==> src/rtl/switch_input_pkg.sv <==
// Shared widths, event-code layout and the pending-mask priority helper.
package switch_input_pkg;

    localparam int unsigned NUM_SW      = 4;
    localparam int unsigned EVT_W       = 3;
    localparam int unsigned EVT_REL_BIT = 2;
    localparam int unsigned PEND_W      = 2 * NUM_SW;

    // Lowest set bit of the pending mask; press bits 0-3 win over release bits 4-7.
    function automatic logic [EVT_W-1:0] lowest_set(input logic [PEND_W-1:0] v);
        logic [EVT_W-1:0] idx;
        idx = '0;
        for (int i = PEND_W - 1; i >= 0; i--) begin
            if (v[i]) idx = EVT_W'(i);
        end
        return idx;
    endfunction

endpackage

==> src/rtl/switch_input_debounce_bit.sv <==
// Two-flop synchroniser plus counter debounce for one switch, with edge pulses.
module debounce_bit #(
    parameter int unsigned DEBOUNCE_CYCLES = 250000
) (
    input  logic i_Clk,
    input  logic i_Reset,
    input  logic i_Raw,
    output logic o_Level,
    output logic o_Rise,
    output logic o_Fall
);

    localparam int unsigned CNT_W = $clog2(DEBOUNCE_CYCLES);
    localparam logic [CNT_W-1:0] CNT_MAX = CNT_W'(DEBOUNCE_CYCLES - 1);

    logic             meta_q, meta_d;
    logic             sync_q, sync_d;
    logic             level_q, level_d;
    logic             rise_q, rise_d;
    logic             fall_q, fall_d;
    logic [CNT_W-1:0] cnt_q, cnt_d;

    // The counter only runs while the synced input disagrees with the level.
    always_comb begin
        meta_d  = i_Raw;
        sync_d  = meta_q;
        level_d = level_q;
        cnt_d   = '0;
        rise_d  = 1'b0;
        fall_d  = 1'b0;
        if (sync_q != level_q) begin
            if (cnt_q == CNT_MAX) begin
                level_d = sync_q;
                rise_d  = sync_q;
                fall_d  = ~sync_q;
            end else begin
                cnt_d = cnt_q + CNT_W'(1);
            end
        end
    end

    always_ff @(posedge i_Clk) begin
        if (i_Reset) begin
            meta_q  <= 1'b0;
            sync_q  <= 1'b0;
            level_q <= 1'b0;
            rise_q  <= 1'b0;
            fall_q  <= 1'b0;
            cnt_q   <= '0;
        end else begin
            meta_q  <= meta_d;
            sync_q  <= sync_d;
            level_q <= level_d;
            rise_q  <= rise_d;
            fall_q  <= fall_d;
            cnt_q   <= cnt_d;
        end
    end

    assign o_Level = level_q;
    assign o_Rise  = rise_q;
    assign o_Fall  = fall_q;

endmodule

==> src/rtl/switch_input.sv <==
// Four debounced switches feeding a pending-mask event queue with valid/ready output.
module switch_input
    import switch_input_pkg::*;
#(
    parameter int unsigned DEBOUNCE_CYCLES = 250000
) (
    input  logic              i_Clk,
    input  logic              i_Reset,
    input  logic              i_Switch_1,
    input  logic              i_Switch_2,
    input  logic              i_Switch_3,
    input  logic              i_Switch_4,
    output logic [NUM_SW-1:0] o_Level,
    output logic [NUM_SW-1:0] o_Press,
    output logic [NUM_SW-1:0] o_Release,
    output logic              o_Event_Valid,
    output logic [EVT_W-1:0]  o_Event_Code,
    input  logic              i_Event_Ready,
    output logic              o_Overflow
);

    logic [NUM_SW-1:0] raw;
    logic [NUM_SW-1:0] rise;
    logic [NUM_SW-1:0] fall;

    assign raw = {i_Switch_4, i_Switch_3, i_Switch_2, i_Switch_1};

    for (genvar n = 0; n < NUM_SW; n++) begin : g_db
        debounce_bit #(
            .DEBOUNCE_CYCLES(DEBOUNCE_CYCLES)
        ) u_db (
            .i_Clk  (i_Clk),
            .i_Reset(i_Reset),
            .i_Raw  (raw[n]),
            .o_Level(o_Level[n]),
            .o_Rise (rise[n]),
            .o_Fall (fall[n])
        );
    end

    assign o_Press   = rise;
    assign o_Release = fall;

    logic [PEND_W-1:0] pend_q, pend_d;
    logic              valid_q, valid_d;
    logic [EVT_W-1:0]  code_q, code_d;
    logic              ovf_q, ovf_d;
    logic [PEND_W-1:0] new_evt;
    logic [PEND_W-1:0] acc_mask;
    logic [PEND_W-1:0] pend_now;
    logic              accept;

    // Release pulses occupy the upper half so the code's top bit marks a release.
    always_comb begin
        new_evt  = {fall, rise};
        accept   = valid_q & i_Event_Ready;
        acc_mask = accept ? (PEND_W'(1) << code_q) : '0;
        pend_now = pend_q | new_evt;
        pend_d   = (pend_q & ~acc_mask) | new_evt;
        ovf_d    = ovf_q | (|(new_evt & pend_q & ~acc_mask));
        valid_d  = valid_q;
        code_d   = code_q;
        if (accept) begin
            valid_d = 1'b0;
        end else if (!valid_q && (|pend_now)) begin
            valid_d = 1'b1;
            code_d  = lowest_set(pend_now);
        end
    end

    always_ff @(posedge i_Clk) begin
        if (i_Reset) begin
            pend_q  <= '0;
            valid_q <= 1'b0;
            code_q  <= '0;
            ovf_q   <= 1'b0;
        end else begin
            pend_q  <= pend_d;
            valid_q <= valid_d;
            code_q  <= code_d;
            ovf_q   <= ovf_d;
        end
    end

    assign o_Event_Valid = valid_q;
    assign o_Event_Code  = code_q;
    assign o_Overflow    = ovf_q;

endmodule

==> config.mk <==
export PLATFORM = sky130hd
export DESIGN_NAME = switch_input
export DESIGN_NICKNAME = d
export VERILOG_FILES = /design/src/rtl/switch_input_pkg.sv /design/src/rtl/switch_input_debounce_bit.sv /design/src/rtl/switch_input.sv
export SDC_FILE = /design/constraint.sdc
export NUM_CORES = 1
export LEC_CHECK = 0
export CELL_PAD_IN_SITES_DETAIL_PLACEMENT = 0
export CELL_PAD_IN_SITES_GLOBAL_PLACEMENT = 1
export CORE_UTILIZATION = 49
export DETAILED_ROUTE_END_ITERATION = 8
export PLACE_DENSITY = 0.85
export SYNTH_ARGS = -nofsm -noshare
export SYNTH_HDL_FRONTEND = slang
export SYNTH_SLANG_ARGS = --single-unit
==> constraint.sdc <==
create_clock -name i_Clk -period 3.6 [get_ports i_Clk]
set_clock_uncertainty 0.2 [all_clocks]
set_input_delay 1.08 -clock i_Clk [delete_from_list [all_inputs] [get_ports i_Clk]]
set_output_delay 1.08 -clock i_Clk [all_outputs]
set_load 0.005 [all_outputs]
# [Word level (Yosys, flattened, before mapping)]
# Cells that the tools add are included.
[word_totals] reg_bits=105 in_bits=7 output_inout_bits=17 elab_cells=89
[classes] add_sub_neg=4 eq_ne=8 shift=1 mux=9 n_bitwise=21 n_reduce_logical=18
[op_table] op="$add 18x1->18 const B" count=4
[op_table] op="$eq 18x18->1 const B" count=4
[op_table] op="$and 8x8->8" count=3
[op_table] op="$mux 3" count=8
[op_table] op="$reduce_or 3->1" count=8
[op_table] op="$or 8x8->8" count=2
[op_table] op="$reduce_or 8->1" count=2
[op_table] op="$not 1->1" count=13
[op_table] op="$reduce_and 2->1" count=5
[op_table] op="$mux 8" count=1
[op_table] op="$not 8->8" count=1
[op_table] op="$shl 1x3->8 const A" count=1
[op_table] op="$ne 1x1->1" count=4
[op_table] op="$reduce_or 2->1" count=1
[op_table] op="$and 1x1->1" count=1
[op_table] op="$logic_and 1x1->1" count=1
[op_table] op="$logic_not 1->1" count=1
[op_table] op="$or 1x1->1" count=1

# [Longest topological paths before layout]
[depth] ltp_word=9 mapped_depth=6 ltp_nobuf=5

# [Cells and area by module]
# A second synthesis with hierarchy kept.
[unflattened] hier_cells=541 area_unflattened_um2=4844.6
[modules_own_cells] mod="debounce_bit" instances=4 cells_per_inst=114 area_each_um2=1044.8 seq_area_each_um2=460.4
[modules_own_cells] mod="switch_input" instances=1 cells_per_inst=85 area_each_um2=665.6 seq_area_each_um2=260.2

# [Least setup slack after synthesis]
# No wires, ideal clock.
[synth_timing] path_kind="input to register" startpoint="in i_Event_Ready" endpoint="reg ovf_q, in the netlist o_Overflow" setup_ps=139 arrival_time_ps=1882 required_time_ps=3261 slack_ps=1379 stages=5 n_path_buf=1 path_cell_list="and3_1 > clkbuf_1 > a31oi_1 > nor4_1 > a41oi_1"
[synth_via] elab_chain_len=6
[synth_rtl] element="start: declaration" line="switch_input.sv:18" rtl="input logic i_Event_Ready,"
[synth_rtl] element="$and 1x1->1" line="switch_input.sv:56" rtl="accept = valid_q & i_Event_Ready;"
[synth_rtl] element="$mux 8" line="switch_input.sv:57" rtl="acc_mask = accept ? (PEND_W'(1) << code_q) : '0;"
[synth_rtl] element="$not 8->8" line="switch_input.sv:60" rtl="ovf_d = ovf_q | (|(new_evt & pend_q & ~acc_mask));"
[synth_rtl] element="$and 8x8->8" line="switch_input.sv:60"
[synth_rtl] element="$reduce_or 8->1" line="switch_input.sv:60"
[synth_rtl] element="$or 1x1->1" line="switch_input.sv:60"
[synth_rtl] element="end signal: assignment" line="switch_input.sv:81" rtl="ovf_q <= ovf_d;"
[synth_rtl] element="end: declaration" line="switch_input.sv:47" rtl="logic ovf_q, ovf_d;"
# No other way between the ends.
# A chain may end at the register's enable or synchronous reset.

# [Worst setup path after layout]
[layout_timing] startpoint="reg code_q[1], in the netlist o_Event_Code[1]" endpoint="out o_Event_Code[1]"
[layout_lines] element="start: declaration" line="switch_input.sv:46" rtl="logic [EVT_W-1:0] code_q, code_d;"
[layout_lines] element="start signal: assignment" line="switch_input.sv:80" rtl="code_q <= code_d;"
[layout_lines] element="end: declaration" line="switch_input.sv:17" rtl="output logic [EVT_W-1:0] o_Event_Code,"
# No word-level cell between the ends.

==> results_dict.tcl <==
set metrics [dict create \
    status "complete, no violations" \
    powerDensity_nw_per_um2 395 \
    dieArea_um2 9900 \
    cts_made_buffers 9 \
    drv_slew 0 \
    critPathMaxStageDelay_ns 0.56 \
    cp_slowest_cell "clkdlybuf4s50_1" \
    clock_latency_ns 0.37 \
    r2r-end "g_db[1].u_db.cnt_q[8]" \
    wl_um 8920 \
    syn_to_final_growth_pct 10.6 \
    ir_drop_mv 0.289 \
    crit_end "o_Event_Code[1]" \
    drt_iter0_markers 205 \
    critPathBufInv 1 \
    vias 3728 \
    dr.pass1.iters 4 \
    ys_seq_area_share_pct 45.1 \
    layout.nets 562 \
    syn_area_um2 4660 \
    r2r_cells 5 \
    htreeDepth 3 \
    routed_via_density 5.44 \
    synth_enable_flop_cells 0 \
    final.setup.tns_ns 0 \
    hold_buffers 0 \
    hold_path_class "flop to flop" \
    numPortBuffers 23 \
    grt_pass1_wl_um 15500 \
    place_worst_setup_slack_ns 0.782 \
    async_flop_share_pct 0 \
    seqPwrFrac_pct 57.5 \
    endpoint_kind "output port" \
    cts_tree "built" \
    n_fill_cell 860 \
    ys_ff_latch 105 \
    regToRegSetupSlack_ns 1.10 \
    fmax_mhz 369 \
    cts_sinks 105 \
    io_pins 24 \
    yosys.area.top_type "dfxtp_1" \
    ys_types 48 \
    pwr-share-comb_pct 1.5 \
    synth.avg_cell_area_um2 8.66 \
    crit_chain "clkdlybuf4s50_1" \
    criticalPathCategory "flop to output port" \
    grt_max_degree 19 \
    post-route-cell-area_um2 5150 \
    drcViolationCount 0 \
    critPathLaunchType "flop" \
    cp.required_ns 2.32 \
    grt_usage_pct 19.4 \
    tightest_slew_ns 0.814 \
    setup_viol 0 \
    clkPwrFrac_pct 41.0 \
    fp.dieW_um 99.5 \
    core_um2 9240 \
    place_inst 669 \
    max-slew-margin-rel_pct 45.3 \
    cts_resized 0 \
    syn_nets 549 \
    clk_pin_slew_worst_paths_ns 0.10 \
    crit_fanout 8 \
    antenna_cells 0 \
    p_sw_mw 0.419 \
    period_share_pct 75.3 \
    synthFlopType "dfxtp_1" \
    routedWlPerCell_um 13.0 \
    clockBufferDepth 2 \
    antenna_found_initial 0 \
    die_h_um 99.5 \
    switching_share_pct 20.6 \
    yosysTopAreaCellShare_pct 45.1 \
    p_int_mw 1.62 \
    drive_gt1_share_pct 5.40 \
    crit-reg2reg-launch "g_db[1].u_db.cnt_q[0]" \
    arrival_ns 1.43 \
    postSynthCellCount 538 \
    gp_congestion 0.859 \
    grt_pass1_vias 3402 \
    rows 35 \
    layoutNonFillerInstCount 685 \
    place_area_um2 4910 \
    setup.worst_path.start "o_Event_Code[1]" \
    synth.yosys.warnings 0 \
    cp_num_cells 1 \
    ys_top_cells_by_area "dfxtp_1 45%, nor2_1 6.6%, xnor2_1 6.6%, nand3_1 4.5%, nor4_1 3.8%" \
    hpwl_um 6360 \
    period_needed_ns 2.71 \
    fin_ws_ns 0.888 \
    start_util_pct 50.4 \
    post-cts-setup-buffer-count 0 \
    report.final.hold_viol_count 0 \
    cpLargestDelayFamily "buffers and inverters" \
    hold_start "g_db[3].u_db.meta_q" \
    cts_root_buffer "clkbuf_8" \
    rsz0062_at_grt "false" \
    p_leak_nw 1.53 \
    gr-total-overflow 0 \
    ant_nets 0 \
    cap_viol_max_count 0 \
    fin_total_pwr_mw 2.03 \
]
==> state kept, by name (all words and copies together) (netlist names) <==
signal and cells:
g_db.u_db.o_Fall 4, pend_q 8, g_db.u_db.sync_q 4, o_Event_Code 3, g_db.u_db.o_Rise 4, o_Overflow 1, g_db.u_db.o_Level 4, g_db.u_db.meta_q 4
g_db.u_db.cnt_q 72, o_Event_Valid 1
==> worst min-delay path by stage <==
| stage | end | cells after the start |
|---|---|---|
| after floorplan | g_db[0].u_db.sync_q | 1 |
| after global placement | g_db[2].u_db.sync_q | 1 |
| after detailed placement | g_db[3].u_db.sync_q | 1 |
| after CTS | g_db[3].u_db.sync_q | 1 |
| after global routing | g_db[1].u_db.sync_q | 1 |
| final | g_db[3].u_db.sync_q | 1 |
==> cells in the mapped netlist, drive strengths merged, types with 2 or more instances <==
cell / number
a41oi: 2
a31oi: 3
xor2: 20
dfxtp: 105
ha: 4
nand4: 15
nor4b: 5
nand2: 32
or3: 6
nand3: 42
xnor2: 35
clkbuf: 8
or3b: 2
a21oi: 32
o21ai: 9
or2: 5
nor3: 16
o41ai: 2
o31ai: 9
inv: 10
nor2: 82
nor2b: 10
nor4: 28
buf: 17
and4: 3
and3: 9
nand2b: 4
or4: 11
==> power groups by stage <==
stage                     clock (mW)  sequential, mW  combinational [mW]
final                          0.835            1.17              0.0306
after floorplan                    0            1.20              0.0195
after detailed placement           0            1.20              0.0310
after global routing           0.905            1.17              0.0348
after CTS                      0.864            1.17              0.0312
after global placement             0            1.20              0.0309
==> worst register-to-register path: cells and delay by family, from the launching register on <==
family / cells / cell delay, ns
AND/OR/NAND/NOR: 3 / 0.92
AO/OA/AOI/OAI: 1 / 0.58
flip-flops: 1 / 0.40
adder cells (fa/ha/maj): 1 / 0.25
==> cell families after synthesis <==
kind of cell	Yosys count	synth area share [%]
fa+ha+maj	4	1.07
xor+xnor	55	10.3
simple gates	278	31.0
flops	105	45.1
buf+inv	35	4.33
compound gates	61	8.17
==> layout make-up <==
| type | instances | area (um^2) | area share (%) |
|---|---|---|---|
| Tap cell | 129 | 161 | 3.13 |
| Sequential cell | 105 | 2100 | 40.8 |
| Clock inverter | 5 | 85.1 | 1.65 |
| Multi-Input combinational cell | 398 | 2350 | 45.7 |
| Clock buffer | 11 | 151 | 2.94 |
| Timing Repair Buffer | 27 | 260 | 5.05 |
| Inverter | 10 | 37.5 | 0.729 |
==> cells in the final DEF (no fill, tap or decap), drive strengths merged, types with 2 or more instances in the layout <==
cell type      count
xnor2             35
and4               3
nand3             42
nor4b              5
dfxtp            105
a31oi              3
or2                5
o31ai              9
o41ai              2
clkdlybuf4s50     23
ha                 4
buf                4
a41oi              2
o21ai              9
clkbuf            11
nand2b             4
a21oi             32
nor2              82
nor2b             10
bufinv             2
or3                6
nand2             32
nor4              28
or4               11
and3               9
inv               12
or3b               2
nand4             15
nor3              16
xor2              20
==> metal layers <==
metal  up-vias  share of wire (%)  GRT usage, %
li1       1939                  -             -
met1      1720                 48          25.1
met2        61                 47          31.8
met3         8                4.2          5.83
met4         0               0.92          4.41
met5         -                  0             0
==> metrics by stage <==
stage,hold slack (ns),util (%)
after floorplan,0.214,-
final,0.243,55.7
after detailed placement,0.224,53.2
after CTS,0.247,55.7
after global routing,0.271,55.7
after global placement,0.219,53.2
(Power assumes the default switching activity.)
